==> src/rtl/dmem_arbiter.sv <==
// D-SRAM access controller shared by the core load/store path and a word-wide DMA port.
// Core has priority; a starvation counter forces a DMA slot and stalls the core for that cycle.
//
// Response FSM (resp_q), describes what the SRAM read data means this cycle:
//   state         | meaning
//   RESP_NONE     | no response pending (store, idle or reset)
//   RESP_CORE_LD  | core load issued last cycle, extend and return read data
//   RESP_CORE_ERR | core access last cycle was misaligned/illegal, raise error
//   RESP_DMA_LD   | DMA read issued last cycle, return the raw word

module dmem_arbiter #(
  parameter int ADDR_W       = 10,
  parameter int STARVE_LIMIT = 8
) (
  input  logic              clk,
  input  logic              resetn,

  input  logic              core_req_i,
  input  logic              core_we_i,
  input  logic [2:0]        core_type_i,
  input  logic [31:0]       core_addr_i,
  input  logic [31:0]       core_wdata_i,
  output logic              core_stall_o,
  output logic [31:0]       core_rdata_o,
  output logic              core_rvalid_o,
  output logic              core_misalign_o,

  input  logic              dma_req_i,
  input  logic              dma_we_i,
  input  logic [ADDR_W-1:0] dma_addr_i,
  input  logic [31:0]       dma_wdata_i,
  input  logic [3:0]        dma_wmask_i,
  output logic              dma_gnt_o,
  output logic [31:0]       dma_rdata_o,
  output logic              dma_rvalid_o,

  output logic              sram_en_o,
  output logic              sram_we_o,
  output logic [3:0]        sram_wmask_o,
  output logic [ADDR_W-1:0] sram_addr_o,
  output logic [31:0]       sram_wdata_o,
  input  logic [31:0]       sram_rdata_i
);

  localparam int CNT_W = $clog2(STARVE_LIMIT + 1);
  localparam logic [CNT_W-1:0] CNT_MAX = CNT_W'(STARVE_LIMIT);

  localparam logic [2:0] T_B  = 3'b000;
  localparam logic [2:0] T_H  = 3'b001;
  localparam logic [2:0] T_W  = 3'b010;
  localparam logic [2:0] T_BU = 3'b100;
  localparam logic [2:0] T_HU = 3'b101;

  typedef enum logic [1:0] {
    RESP_NONE,
    RESP_CORE_LD,
    RESP_CORE_ERR,
    RESP_DMA_LD
  } resp_t;

  resp_t            resp_q, resp_d;
  logic [1:0]       off_q;
  logic [2:0]       type_q;
  logic [CNT_W-1:0] starve_cnt;

  logic [1:0]  off;
  logic        legal;
  logic        force_dma;
  logic        core_gnt;
  logic        dma_gnt;
  logic        core_acc;
  logic [3:0]  st_mask;
  logic [31:0] st_data;
  logic [31:0] ld_shift;
  logic        addr_unused;

  assign off = core_addr_i[1:0];
  assign addr_unused = ^core_addr_i[31:ADDR_W+2];

  always_comb begin
    legal = 1'b0;
    case (core_type_i)
      T_B:     legal = 1'b1;
      T_BU:    legal = !core_we_i;
      T_H:     legal = !off[0];
      T_HU:    legal = !off[0] && !core_we_i;
      T_W:     legal = (off == 2'b00);
      default: legal = 1'b0;
    endcase
  end

  // Grants are masked by reset so nothing reaches the SRAM while resetn is low.
  assign force_dma    = (starve_cnt == CNT_MAX) && dma_req_i;
  assign core_gnt     = resetn && core_req_i && !force_dma;
  assign dma_gnt      = resetn && dma_req_i && (force_dma || !core_req_i);
  assign core_stall_o = resetn && core_req_i && force_dma;
  assign core_acc     = core_gnt && legal;
  assign dma_gnt_o    = dma_gnt;

  always_comb begin
    st_mask = 4'b1111;
    st_data = core_wdata_i;
    case (core_type_i[1:0])
      2'b00: begin
        st_mask = 4'b0001 << off;
        st_data = {4{core_wdata_i[7:0]}};
      end
      2'b01: begin
        st_mask = 4'b0011 << off;
        st_data = {2{core_wdata_i[15:0]}};
      end
      default: begin
        st_mask = 4'b1111;
        st_data = core_wdata_i;
      end
    endcase
  end

  always_comb begin
    sram_en_o    = 1'b0;
    sram_we_o    = 1'b0;
    sram_wmask_o = 4'b0000;
    sram_addr_o  = '0;
    sram_wdata_o = 32'h0;
    if (dma_gnt) begin
      sram_en_o    = 1'b1;
      sram_we_o    = dma_we_i;
      sram_wmask_o = dma_we_i ? dma_wmask_i : 4'b0000;
      sram_addr_o  = dma_addr_i;
      sram_wdata_o = dma_wdata_i;
    end else if (core_acc) begin
      sram_en_o    = 1'b1;
      sram_we_o    = core_we_i;
      sram_wmask_o = core_we_i ? st_mask : 4'b0000;
      sram_addr_o  = core_addr_i[ADDR_W+1:2];
      sram_wdata_o = core_we_i ? st_data : 32'h0;
    end
  end

  always_ff @(posedge clk) begin
    if (!resetn) begin
      starve_cnt <= '0;
    end else if (dma_gnt || !dma_req_i) begin
      starve_cnt <= '0;
    end else if (starve_cnt != CNT_MAX) begin
      starve_cnt <= starve_cnt + CNT_W'(1);
    end
  end

  always_comb begin
    resp_d = RESP_NONE;
    if (dma_gnt && !dma_we_i) begin
      resp_d = RESP_DMA_LD;
    end else if (core_gnt) begin
      if (!legal)
        resp_d = RESP_CORE_ERR;
      else if (!core_we_i)
        resp_d = RESP_CORE_LD;
    end
  end

  always_ff @(posedge clk) begin
    if (!resetn) begin
      resp_q <= RESP_NONE;
      off_q  <= 2'b00;
      type_q <= T_W;
    end else begin
      resp_q <= resp_d;
      if (core_gnt) begin
        off_q  <= off;
        type_q <= core_type_i;
      end
    end
  end

  assign ld_shift = sram_rdata_i >> {off_q, 3'b000};

  always_comb begin
    core_rvalid_o   = 1'b0;
    core_rdata_o    = 32'h0;
    core_misalign_o = 1'b0;
    dma_rvalid_o    = 1'b0;
    dma_rdata_o     = 32'h0;
    if (resetn) begin
      case (resp_q)
        RESP_CORE_LD: begin
          core_rvalid_o = 1'b1;
          case (type_q)
            T_B:     core_rdata_o = {{24{ld_shift[7]}}, ld_shift[7:0]};
            T_H:     core_rdata_o = {{16{ld_shift[15]}}, ld_shift[15:0]};
            T_BU:    core_rdata_o = {24'h0, ld_shift[7:0]};
            T_HU:    core_rdata_o = {16'h0, ld_shift[15:0]};
            default: core_rdata_o = ld_shift;
          endcase
        end
        RESP_CORE_ERR: core_misalign_o = 1'b1;
        RESP_DMA_LD: begin
          dma_rvalid_o = 1'b1;
          dma_rdata_o  = sram_rdata_i;
        end
        default: ;
      endcase
    end
  end

endmodule

==> config.mk <==
export PLATFORM = sky130hd
export DESIGN_NAME = dmem_arbiter
export DESIGN_NICKNAME = d
export VERILOG_FILES = /design/src/rtl/dmem_arbiter.sv
export SDC_FILE = /design/constraint.sdc
export NUM_CORES = 1
export LEC_CHECK = 0
export ABC_AREA = 1
export BUFFER_PORTS_ARGS = -buffer_cell sky130_fd_sc_hd__buf_2
export CAP_MARGIN = 20
export CORE_AREA = 2 2 104 106
export CTS_CLUSTER_DIAMETER = 80
export DETAILED_ROUTE_END_ITERATION = 12
export DIE_AREA = 0 0 106 108
export PLACE_DENSITY = 0.58
export REMOVE_ABC_BUFFERS = 1
export SYNTH_ARGS = -nofsm -noshare
export SYNTH_HDL_FRONTEND = slang
export SYNTH_SLANG_ARGS = --single-unit
export TNS_END_PERCENT = 10
==> constraint.sdc <==
create_clock -name clk -period 4 [get_ports clk]
set_input_delay 0.8 -clock clk [delete_from_list [all_inputs] [get_ports clk]]
set_output_delay 0.8 -clock clk [all_outputs]
set_load 0.02 [all_outputs]
======== After elaboration in Yosys (flattened, before gate mapping) ========
Cells that the tools add are included.
word-level totals
  flip-flop bits (word level) ............. 11
  input port bits ......................... 151
  output and inout port bits .............. 117
cells by class
  $add $sub $neg .......................... 1
  equality and inequality tests ........... 13
  shifts and indexed selects .............. 3
  multiplexer cells ....................... 31
  bitwise logic cells ..................... 1
  reductions and logical operators ........ 22
operator list
  operator               count
  $mux W32               7
  $pmux W32 S4           1
  $pmux W32 S2           1
  $shr A32 B5 Y32        1
  $mux W10               2
  $mux W4                4
  $eq A3 B3 Y1 const B   4
  $mux W1                11
  $logic_and A1 B1 Y1    9
  $pmux W4 S2            1
  $eq A3 B1 Y1 const B   2
  $logic_not A1 Y1       6
  $logic_not A3 Y1       2
  $mux W2                3
  $pmux W1 S5            1
  $add A4 B1 Y4 const B  1
  $eq A2 B1 Y1 const B   2
  $eq A2 B2 Y1 const B   2
  $eq A4 B4 Y1 const B   1
  $logic_not A2 Y1       2
  $ne A4 B4 Y1 const B   1
  $shl A1 B2 Y4 const A  1
  $shl A2 B2 Y4 const A  1
  $eq A3 B2 Y1 const B   1
  other kinds (3)        4

======== Depth between registers and ports, before layout ========
Gate-level depths: netlist of run 1.
  depth after elaboration ................. 7
  depth in mapped cells ................... 10

======== Least setup slack after synthesis of run 1 ========
OpenSTA, ideal clock, no wires.
  path type ............................... input port to output port
  from .................................... in resetn
  to ...................................... out core_rdata_o[0]
  arrival ................................. 1.923 ns
  path slack .............................. 1.277 ns
  cell stages on the path ................. 5
  cells stage by stage .................... buf_4 > nand3_2 > inv_1 > o21ai_0 > a31oi_1
on the way
  cells in the longest elaborated chain, start to end .. 1
ends and longest elaborated chain
  item         RTL line  text
  from (decl)  16        input logic resetn,
  $mux W32     184       if (resetn) begin
  to (decl)    24        output logic [31:0] core_rdata_o,
Every way passes these cells.

======== Final worst setup path of run 1 ========
  from .................................... in core_type_i[1]
  to ...................................... out sram_wdata_o[29]
on the way
  cells in the longest elaborated chain, start to end .. 5
  elaborated cells on any way between the ends .. 13
  those cells by class .................... eq/ne (5); mux (5); reduce/logical (3)
ends and longest elaborated chain
  item                                                    RTL line  text
  from (decl)                                             20        input logic [2:0] core_type_i,
  $eq A3 B2 Y1, or another cell as far along              82        case (core_type_i)
  $pmux W1 S5 / $pmux W32 S2 (equally long branches)      82, 103
  $logic_and A1 B1 Y1 / $mux W32 (equally long branches)  97, 136
  $mux W32 *                                              131       end else if (core_acc) begin
  $mux W32 *                                              125       if (dma_gnt) begin
  to (decl)                                               41        output logic [31:0] sram_wdata_o,
Mark *: on every way between the ends. The rest lies on a longest branch, timed or not.

==> metrics.cfg, run 1 <==
[status]
outcome = finished, final reports clean

[yosys]
yosysTopAreaCellShare_pct = 28.0
netlist_top_cells_area = nand2_1 (28%), o21ai_0 (11%), inv_1 (9.2%), nor2_1 (9.0%), dfxtp_1 (8.3%)
synthAdderAreaFrac_pct = 0.943
ys_warn_count = 0
synth.area.mux_share_pct = 0
yosysTopAreaCell = nand2_1
synth_top_family_by_area = simple AND/OR/NAND/NOR gates
ys_ff_latch = 11
yosysSeqAreaShare_pct = 8.29
synth-xor-area-share_pct = 0.330
synth-compound-area-share_pct = 20.3
synth_cell_type_count = 29
synth_area_per_cell_sq_um = 4.82
syn_inst = 551
yosys.area_share.simple_pct = 51.9
synth_area_sq_mm = 0.00266

[timing]
tns_ns = 0
rsz0062_at_grt = no
maxSlewViolCount = 0
finalSetupViolations = 0
final.setup.worst_slack_ns = 0.838
tightest_slew_ns = 0.922
post-route-min-period_ns = 3.16
hold_ws_ns = 0.463
relSlewSlack_pct = 38.3
finalHoldViolCount = 0
clock.fmax_mhz = 316
finalClockSkew_ns = 0.00219
min_period_over_period_pct = 79.0

[clock_network]
cts_buffer_depth = 2
cts_tree = yes
htree_levels = 1
cts_buffers = 3
ctsHoldBuffers = 0
clk_pin_slew_ns = 0.05
cts.sinks = 11
cts_setup_buffers = 0
root_buffer = clkbuf_8
cts_resized = 0
clk_latency_ns = 0.24

[global_routing]
track_usage_pct = 19.1
grt_pass1_wl_um = 18000
grt_max_degree = 49
antenna_found_initial = 1
grt_overflow = 0
grt_pass1_vias = 3716

[critical_path]
r2r-start = starve_cnt[0]
arrival_ns = 2.36
crit_path_end_kind = primary output
crit_path_start = core_type_i[1]
critPathLaunchType = primary input
worstSetupPathType = primary input to primary output
crit_required_ns = 3.20
path_max_fanout = 16

[min_path]
holdCritPathClass = flop to flop
min-delay-start = starve_cnt[0]

[cells_and_area]
final_common_cell = buf_2
fin_area_sq_mm = 0.00395
mostFrequentLayoutCells = buf_2 (247), nand2_1 (198), inv_1 (65)
drive_gt1_share_pct = 36.4
fin_nets = 928
areaGrowthSynthToFinish_pct = 48.8

[floorplan]
coreArea_sq_mm = 0.0102
initial_core_util_pct = 26.0
die_w_um = 106
io_pins = 268
rows = 37
dieArea_sq_mm = 0.0114
die_h_um = 108

[power_and_ir_drop]
p_leak_nw = 2.58
ir_drop_mv = 0.0710
power.total_mw = 0.561
pwr_density_cell_mw_per_mm2 = 142

[detailed_routing]
routedWlPerCell_um = 12.9
wirelength_um = 11800
dr.first_iter.drc_count = 201
final_antenna_net_count = 0
drc = 0
firstDrtPassIters = 4
viasPerCell = 4.49
via_count = 4094

[placed_design]
hpwl_um = 9500
dpl_cell_area_sq_mm = 0.00390
io_buffers = 247
gp_congestion = 0.792
pre_cts_slack_ns = 0.811

[flow_run]
maxCapViolations = 0

## critical path, cell delays in order
cell	delay (ns)
buf_2	0.18
nor2_1	0.72
nand2_1	0.14
o21ai_0	0.12
nor3_1	0.06
nand2_1	0.09
nand2_1	0.08
buf_2	0.17
## synth_stat cells
cell	count
xnor2_1	1
clkbuf_1	12
nand3_1	28
or2_2	1
buf_4	2
nor3_1	16
nand4_2	1
o211ai_1	1
nor2_1	64
inv_6	1
buf_6	8
inv_2	3
nor2_2	10
ha_1	2
nand2_4	1
a31oi_1	7
nand3_4	1
buf_2	13
dfxtp_1	11
o31ai_1	1
inv_1	65
clkinv_1	1
nor2_4	2
nand3_2	3
a21oi_1	39
o21ai_0	56
nand2_1	198
nand2_2	2
o21ai_1	1
## sequential cells by signal, summed over array words and instances, names as in the netlist
register,count
off_q,2
starve_cnt,4
resp_q,2
type_q,3
## power by group
group / switching (mW) / total, mW / internal (mW)
clock: 0.0415 / 0.111 / 0.0700
sequential: 0.00556 / 0.121 / 0.115
combinational: 0.209 / 0.329 / 0.120
## cell type report
cell class | instances | area [sq um]
fill | 1295 | 6280
multi-input combinational | 435 | 1960
timing repair buffer | 254 | 1290
inverter | 70 | 268
sequential | 11 | 220
tap | 136 | 170
clock buffer | 4 | 45.0
antenna | 1 | 2.50
## layer usage
metal / routed length, um / vias to the layer above / track usage (%)
li1: - / 2169 / -
met1: 4700 / 1738 / 21.5
met2: 5970 / 181 / 36.9
met3: 1030 / 6 / 4.46
met4: 90 / 0 / 3.48
met5: 0 / - / 0
## path summary, 6_finish.rpt
path | end | slack (ns) | cells after the start
min reg2reg | starve_cnt[0] | 0.46 | 1
max reg2reg | resp_q[1] | 2.36 | 8
min | starve_cnt[0] | 0.46 | 1
max | sram_wdata_o[29] | 0.84 | 8
## per-stage QoR
step / util, % / instances
global placement: 38.2 / 906
CTS: 38.6 / 910
global route: 38.6 / 911
detailed placement: 38.2 / 906
floorplan: - / 516
finish: 38.6 / 911
## logic make-up after synthesis
group	after synthesis
simple gates	327
buf+inv	105
flops	11
fa+ha+maj	2
xor+xnor	1
compound gates	105
Note: power is estimated with default switching activity, not from simulation.
==> run 2: changes to the inputs <==
--- a/config.mk
+++ b/config.mk
@@ -5,14 +5,14 @@
 export SDC_FILE = /design/constraint.sdc
 export NUM_CORES = 1
 export LEC_CHECK = 0
-export ABC_AREA = 1
+export ABC_AREA = 0
 export BUFFER_PORTS_ARGS = -buffer_cell sky130_fd_sc_hd__buf_2
 export CAP_MARGIN = 20
 export CORE_AREA = 2 2 104 106
 export CTS_CLUSTER_DIAMETER = 80
 export DETAILED_ROUTE_END_ITERATION = 12
 export DIE_AREA = 0 0 106 108
-export PLACE_DENSITY = 0.58
+export PLACE_DENSITY = 0.57
 export REMOVE_ABC_BUFFERS = 1
 export SYNTH_ARGS = -nofsm -noshare
 export SYNTH_HDL_FRONTEND = slang
==> constraint.sdc (replaced) <==
create_clock -name clk -period 2.8 [get_ports clk]
set_input_delay 0.56 -clock clk [delete_from_list [all_inputs] [get_ports clk]]
set_output_delay 0.56 -clock clk [all_outputs]
set_load 0.02 [all_outputs]
==> metrics.cfg, run 2 <==
[power_and_ir_drop]
p_leak_nw = 2.20
p_int_mw = 0.457
power.total_mw = 0.765
pwr_density_cell_mw_per_mm2 = 201
ir_drop_mv = 0.113
clkPwrFrac_pct = 20.5
switching_share_pct = 40.2
switchingPower_mw = 0.308
p_comb_share_pct = 57.0
seqPwrFrac_pct = 22.5

[yosys]
synth.most_common_cell = mux2i_1
synth_area_sq_mm = 0.00233
yosysTopAreaCell = mux2i_1
ys_async_sr_fraction_pct = 0
yosysTopAreaCellShare_pct = 18.9
netlist_top_cells_area = mux2i_1 (19%), and2_1 (11%), dfxtp_1 (9.4%), o21ai_1 (7.1%), a22o_1 (6.8%)
ys_top_cells_by_count = mux2i_1 (44), and2_1 (40), o21ai_1 (33), nand2_1 (31), nor2_1 (29)
ys_ff_latch = 11
yosysSeqAreaShare_pct = 9.43
syn_inst = 344
ys.flop_type = dfxtp_1
synth_cell_type_count = 42
synth_area_per_cell_sq_um = 6.79
synth_edf_count = 0
ys_warn_count = 0

[global_routing]
grt_pass1_vias = 3249
antenna_found_initial = 0
track_usage_pct = 17.2
grt_max_degree = 50
grt_overflow = 0
grt_pass1_wl_um = 16300

[placed_design]
pre_cts_slack_ns = 0.149
gp_congestion = 0.864
hpwl_um = 9070
dpl_cell_area_sq_mm = 0.00376
placedCellCount = 715
io_buffers = 247

[clock_network]
htree_levels = 1
cts_buffer_depth = 2
cts_buffers = 3
ctsHoldBuffers = 0
clk_latency_ns = 0.23
cts_tree = yes
cts.sinks = 11
cts_setup_buffers = 0
root_buffer = clkbuf_8
clk_pin_slew_ns = 0.05

[critical_path]
crit_path_end_kind = primary output
worstSetupPathType = primary input to primary output
path_max_fanout = 12
crit_path_start = core_type_i[2]
crit_required_ns = 2.24
reg2reg_to = resp_q[0]
arrival_ns = 2.03
r2r-start = starve_cnt[0]
crit_path_end = sram_wdata_o[26]
reg2regPathDepth = 7
critPathLaunchType = primary input
r2r_setup_slack_ns = 1.23

[cells_and_area]
areaGrowthSynthToFinish_pct = 63.2
drive_gt1_share_pct = 47.5
fin_cells = 719
final_common_cell = buf_2
mostFrequentLayoutCells = buf_2 (247), mux2i_1 (44), and2_1 (40)
top_register = starve_cnt
diodes = 0
fin_area_sq_mm = 0.00381
fin_nets = 737
largest_reg_flops = 4
fin_util_pct = 37.2
largestRegisters = starve_cnt x4, type_q x3

[min_path]
holdCritPathClass = flop to flop

[timing]
clock.fmax_mhz = 386
maxSlewViolCount = 0
finalClockSkew_ns = 0.000612
post-route-min-period_ns = 2.59
rsz0062_at_grt = no
final.setup.worst_slack_ns = 0.207
finalSetupViolations = 0
tightest_slew_ns = 0.456
min_period_over_period_pct = 92.6
finalHoldViolCount = 0
relSlewSlack_pct = 69.5
tns_ns = 0
hold_ws_ns = 0.470

[detailed_routing]
viasPerCell = 4.80
routedWlPerCell_um = 14.9
via_count = 3450
final_antenna_net_count = 0
dr.first_iter.drc_count = 123
drc = 0
firstDrtPassIters = 5
wirelength_um = 10700

[floorplan]
io_pins = 268
die_w_um = 106
coreArea_sq_mm = 0.0102
initial_core_util_pct = 22.8
die_h_um = 108
dieArea_sq_mm = 0.0114
rows = 37

[status]
outcome = finished, final reports clean

[flow_run]
maxCapViolations = 0

==> run 2: changes by cell type in the layout (fill, tap and decap cells not counted), sizes merged, moves of 18 or more <==
cell   delta
nand2   -169
mux2i    +44
inv      -63
and2     +40
nand3    -28
nor2     -47
a22o     +18
a21oi    -19
==> run 2: repair_timing <==
action | 4_1_cts | 5_1_grt
gates resized for setup | 0 | 1
hold endpoints to repair | 0 | 0
setup endpoints to repair | 0 | 1
==> run 2: final cells by class <==
type	instances	area, sq um
timing repair buffer	264	1380
sequential	11	220
clock buffer	4	45.0
tap	136	170
multi-input combinational	297	1970
fill	1137	6420
inverter	7	26.3
==> run 2: worst max-delay path, cell delays in order <==
cell,delay [ns]
buf_2,0.13
nor4_1,0.36
o2111a_1,0.27
nand2_2,0.14
buf_4,0.21
o21ai_1,0.17
buf_2,0.19
==> run 2: worst min-delay path by stage <==
stage                        startpoint            end  slack, ns  cells after the start
after floorplan           starve_cnt[0]  starve_cnt[0]       0.43                      1
after global placement    starve_cnt[0]  starve_cnt[0]       0.45                      1
after detailed placement  starve_cnt[0]  starve_cnt[0]       0.45                      1
after CTS                 starve_cnt[0]  starve_cnt[0]       0.47                      1
after global routing      starve_cnt[0]  starve_cnt[0]       0.51                      1
final                     starve_cnt[0]  starve_cnt[0]       0.47                      1
==> run 2: routing by layer <==
metal  GRT usage, %  wire length (um)  up-vias
li1               -                 -     1710
met1           18.9              4090     1556
met2           34.5              5580      178
met3           3.68               984        6
met4           2.44                38        0
met5              0                 0        -
==> run 2: logic make-up after synthesis <==
group	after synthesis	share of synthesized area, %
AOI/OAI and AO/OA	113	31.6
xor gates and xnor gates	2	0.750
adders and majority gates	2	1.07
buffers and inverters	36	6.86
DFF	11	9.43
muxes	48	21.3
and+or+nand+nor	132	29.0
==> run 2: power groups by stage <==
stage	logic [mW]	clock network (mW)	registers (mW)
5_1_grt	0.479	0.171	0.173
3_5_place_dp	0.437	0	0.175
2_1_floorplan	0.207	0	0.183
4_1_cts	0.439	0.162	0.172
3_3_place_gp	0.431	0	0.175
6_report	0.436	0.157	0.172
==> run 3: changes to the inputs <==
--- a/config.mk
+++ b/config.mk
@@ -12,7 +12,7 @@
 export CTS_CLUSTER_DIAMETER = 80
 export DETAILED_ROUTE_END_ITERATION = 12
 export DIE_AREA = 0 0 106 108
-export PLACE_DENSITY = 0.57
+export PLACE_DENSITY = 0.62
 export REMOVE_ABC_BUFFERS = 1
 export SYNTH_ARGS = -nofsm -noshare
 export SYNTH_HDL_FRONTEND = slang
==> metrics.cfg, run 3 (synthesis gave the netlist of run 2 again) <==
[timing]
tightest_slew_ns = 0.423
rsz0062_at_grt = no
min_period_over_period_pct = 94.5
relSlewSlack_pct = 71.7
maxSlewViolCount = 0
post-route-min-period_ns = 2.65
finalHoldViolCount = 0
finalClockSkew_ns = 0.000454
hold_ws_ns = 0.466
finalSetupViolations = 0
clock.fmax_mhz = 378

[cells_and_area]
fin_util_pct = 37.5
areaGrowthSynthToFinish_pct = 64.4
largestRegisters = starve_cnt x4, type_q x3
drive_gt1_share_pct = 47.9
fin_area_sq_mm = 0.00384
largest_reg_flops = 4
fin_nets = 738
mostFrequentLayoutCells = buf_2 (247), mux2i_1 (44), and2_1 (40)
top_register = starve_cnt
final_common_cell = buf_2

[floorplan]
dieArea_sq_mm = 0.0114
rows = 37
die_w_um = 106
coreArea_sq_mm = 0.0102
initial_core_util_pct = 22.8
io_pins = 268
die_h_um = 108

[clock_network]
clk_pin_slew_ns = 0.05
root_buffer = clkbuf_8
cts_buffers = 3
cts_setup_buffers = 0
cts.sinks = 11
ctsHoldBuffers = 0
cts_tree = yes
cts_buffer_depth = 2
clk_latency_ns = 0.23
htree_levels = 1

[global_routing]
grt_max_degree = 50
track_usage_pct = 17.6
antenna_found_initial = 1
grt_overflow = 0
grt_pass1_wl_um = 16300
grt_pass1_vias = 3302

[critical_path]
path_max_fanout = 13
worstSetupPathType = flop to primary output
crit_path_start = off_q[0]
critical_path.max_stage_delay_ns = 0.38
r2r_setup_slack_ns = 1.25
arrival_ns = 2.09
path_cells = buf_4, nand2b_1, a311oi_1, o211a_2, a21o_1, buf_2
crit_path_top_delay_cell = dfxtp_1
reg2regPathDepth = 7
crit_path_end_kind = primary output
critPathLaunchType = flop
crit_path_end = core_rdata_o[25]
crit_required_ns = 2.24
r2r-start = starve_cnt[0]
reg2reg_to = resp_q[0]

[power_and_ir_drop]
ir_drop_mv = 0.128
pwr_density_cell_mw_per_mm2 = 200
switching_share_pct = 40.2
clkPwrFrac_pct = 20.2
p_int_mw = 0.458
seqPwrFrac_pct = 22.4
switchingPower_mw = 0.308
p_leak_nw = 2.20
p_comb_share_pct = 57.4

[placed_design]
gp_congestion = 0.873
hpwl_um = 9200
dpl_cell_area_sq_mm = 0.00378
io_buffers = 247

[min_path]
holdCritPathClass = flop to flop
min-delay-start = starve_cnt[0]

[detailed_routing]
dr.first_iter.drc_count = 185
routedWlPerCell_um = 15.1
via_count = 3476
final_antenna_net_count = 0
firstDrtPassIters = 4
viasPerCell = 4.82
wirelength_um = 10900
drc = 0

[flow_run]
maxCapViolations = 0

[status]
outcome = finished, final reports clean

-- run 3: changes by cell type in the layout (fill, tap and decap cells not counted), sizes merged --
cell	change
buf	+1
diode	+1
-- run 3: worst min-delay path by stage --
| stage | endpoint | cells past startpoint |
|---|---|---|
| finish | starve_cnt[0] | 1 |
| global route | starve_cnt[0] | 1 |
| CTS | starve_cnt[0] | 1 |
| detailed placement | starve_cnt[0] | 1 |
| global placement | starve_cnt[0] | 1 |
| floorplan | starve_cnt[0] | 1 |
-- run 3: layout make-up --
class	count	area, sq um
clock buffers	4	45.0
repair buffers	265	1400
multi-input cells	297	1980
flip-flops and latches	11	220
fillers	1111	6390
inverters	7	26.3
diodes	1	2.50
well taps	136	170
-- run 3: power by group through the flow --
stage | clock network (mW) | registers [mW] | logic, mW
3_3_place_gp | 0 | 0.174 | 0.434
2_1_floorplan | 0 | 0.183 | 0.207
6_report | 0.155 | 0.171 | 0.440
5_1_grt | 0.168 | 0.172 | 0.481
3_5_place_dp | 0 | 0.175 | 0.439
4_1_cts | 0.162 | 0.172 | 0.441
-- run 3: routing by layer --
metal	GRT usage, %	wire length [um]
met4	6.02	272
met2	34.2	5640
met5	0	0
met3	3.38	936
met1	18.8	4010
-- run 3: metrics by stage --
stage / setup TNS [ns] / power [mW] / worst slack [ns] / instances
3_3_place_gp: 0 / 0.608 / 0.128 / 716
2_1_floorplan: -43.88 / 0.390 / -0.932 / 315
5_1_grt: 0 / 0.822 / 0.0700 / 721
3_5_place_dp: 0 / 0.614 / 0.113 / 716
6_report: 0 / 0.766 / 0.155 / 721
4_1_cts: 0 / 0.775 / 0.0939 / 720
-- run 3: timing repair --
action,in CTS,in global routing
setup endpoints to repair,0,9
hold endpoints to repair,0,0
gates resized for setup,0,3
-- run 3: worst max-delay path: cells and delay by family, from the launching register on --
family | cells | cell delay (ns)
AO/OA/AOI/OAI | 3 | 0.90
buffers and inverters | 2 | 0.40
flip-flops | 1 | 0.38
AND/OR/NAND/NOR | 1 | 0.17
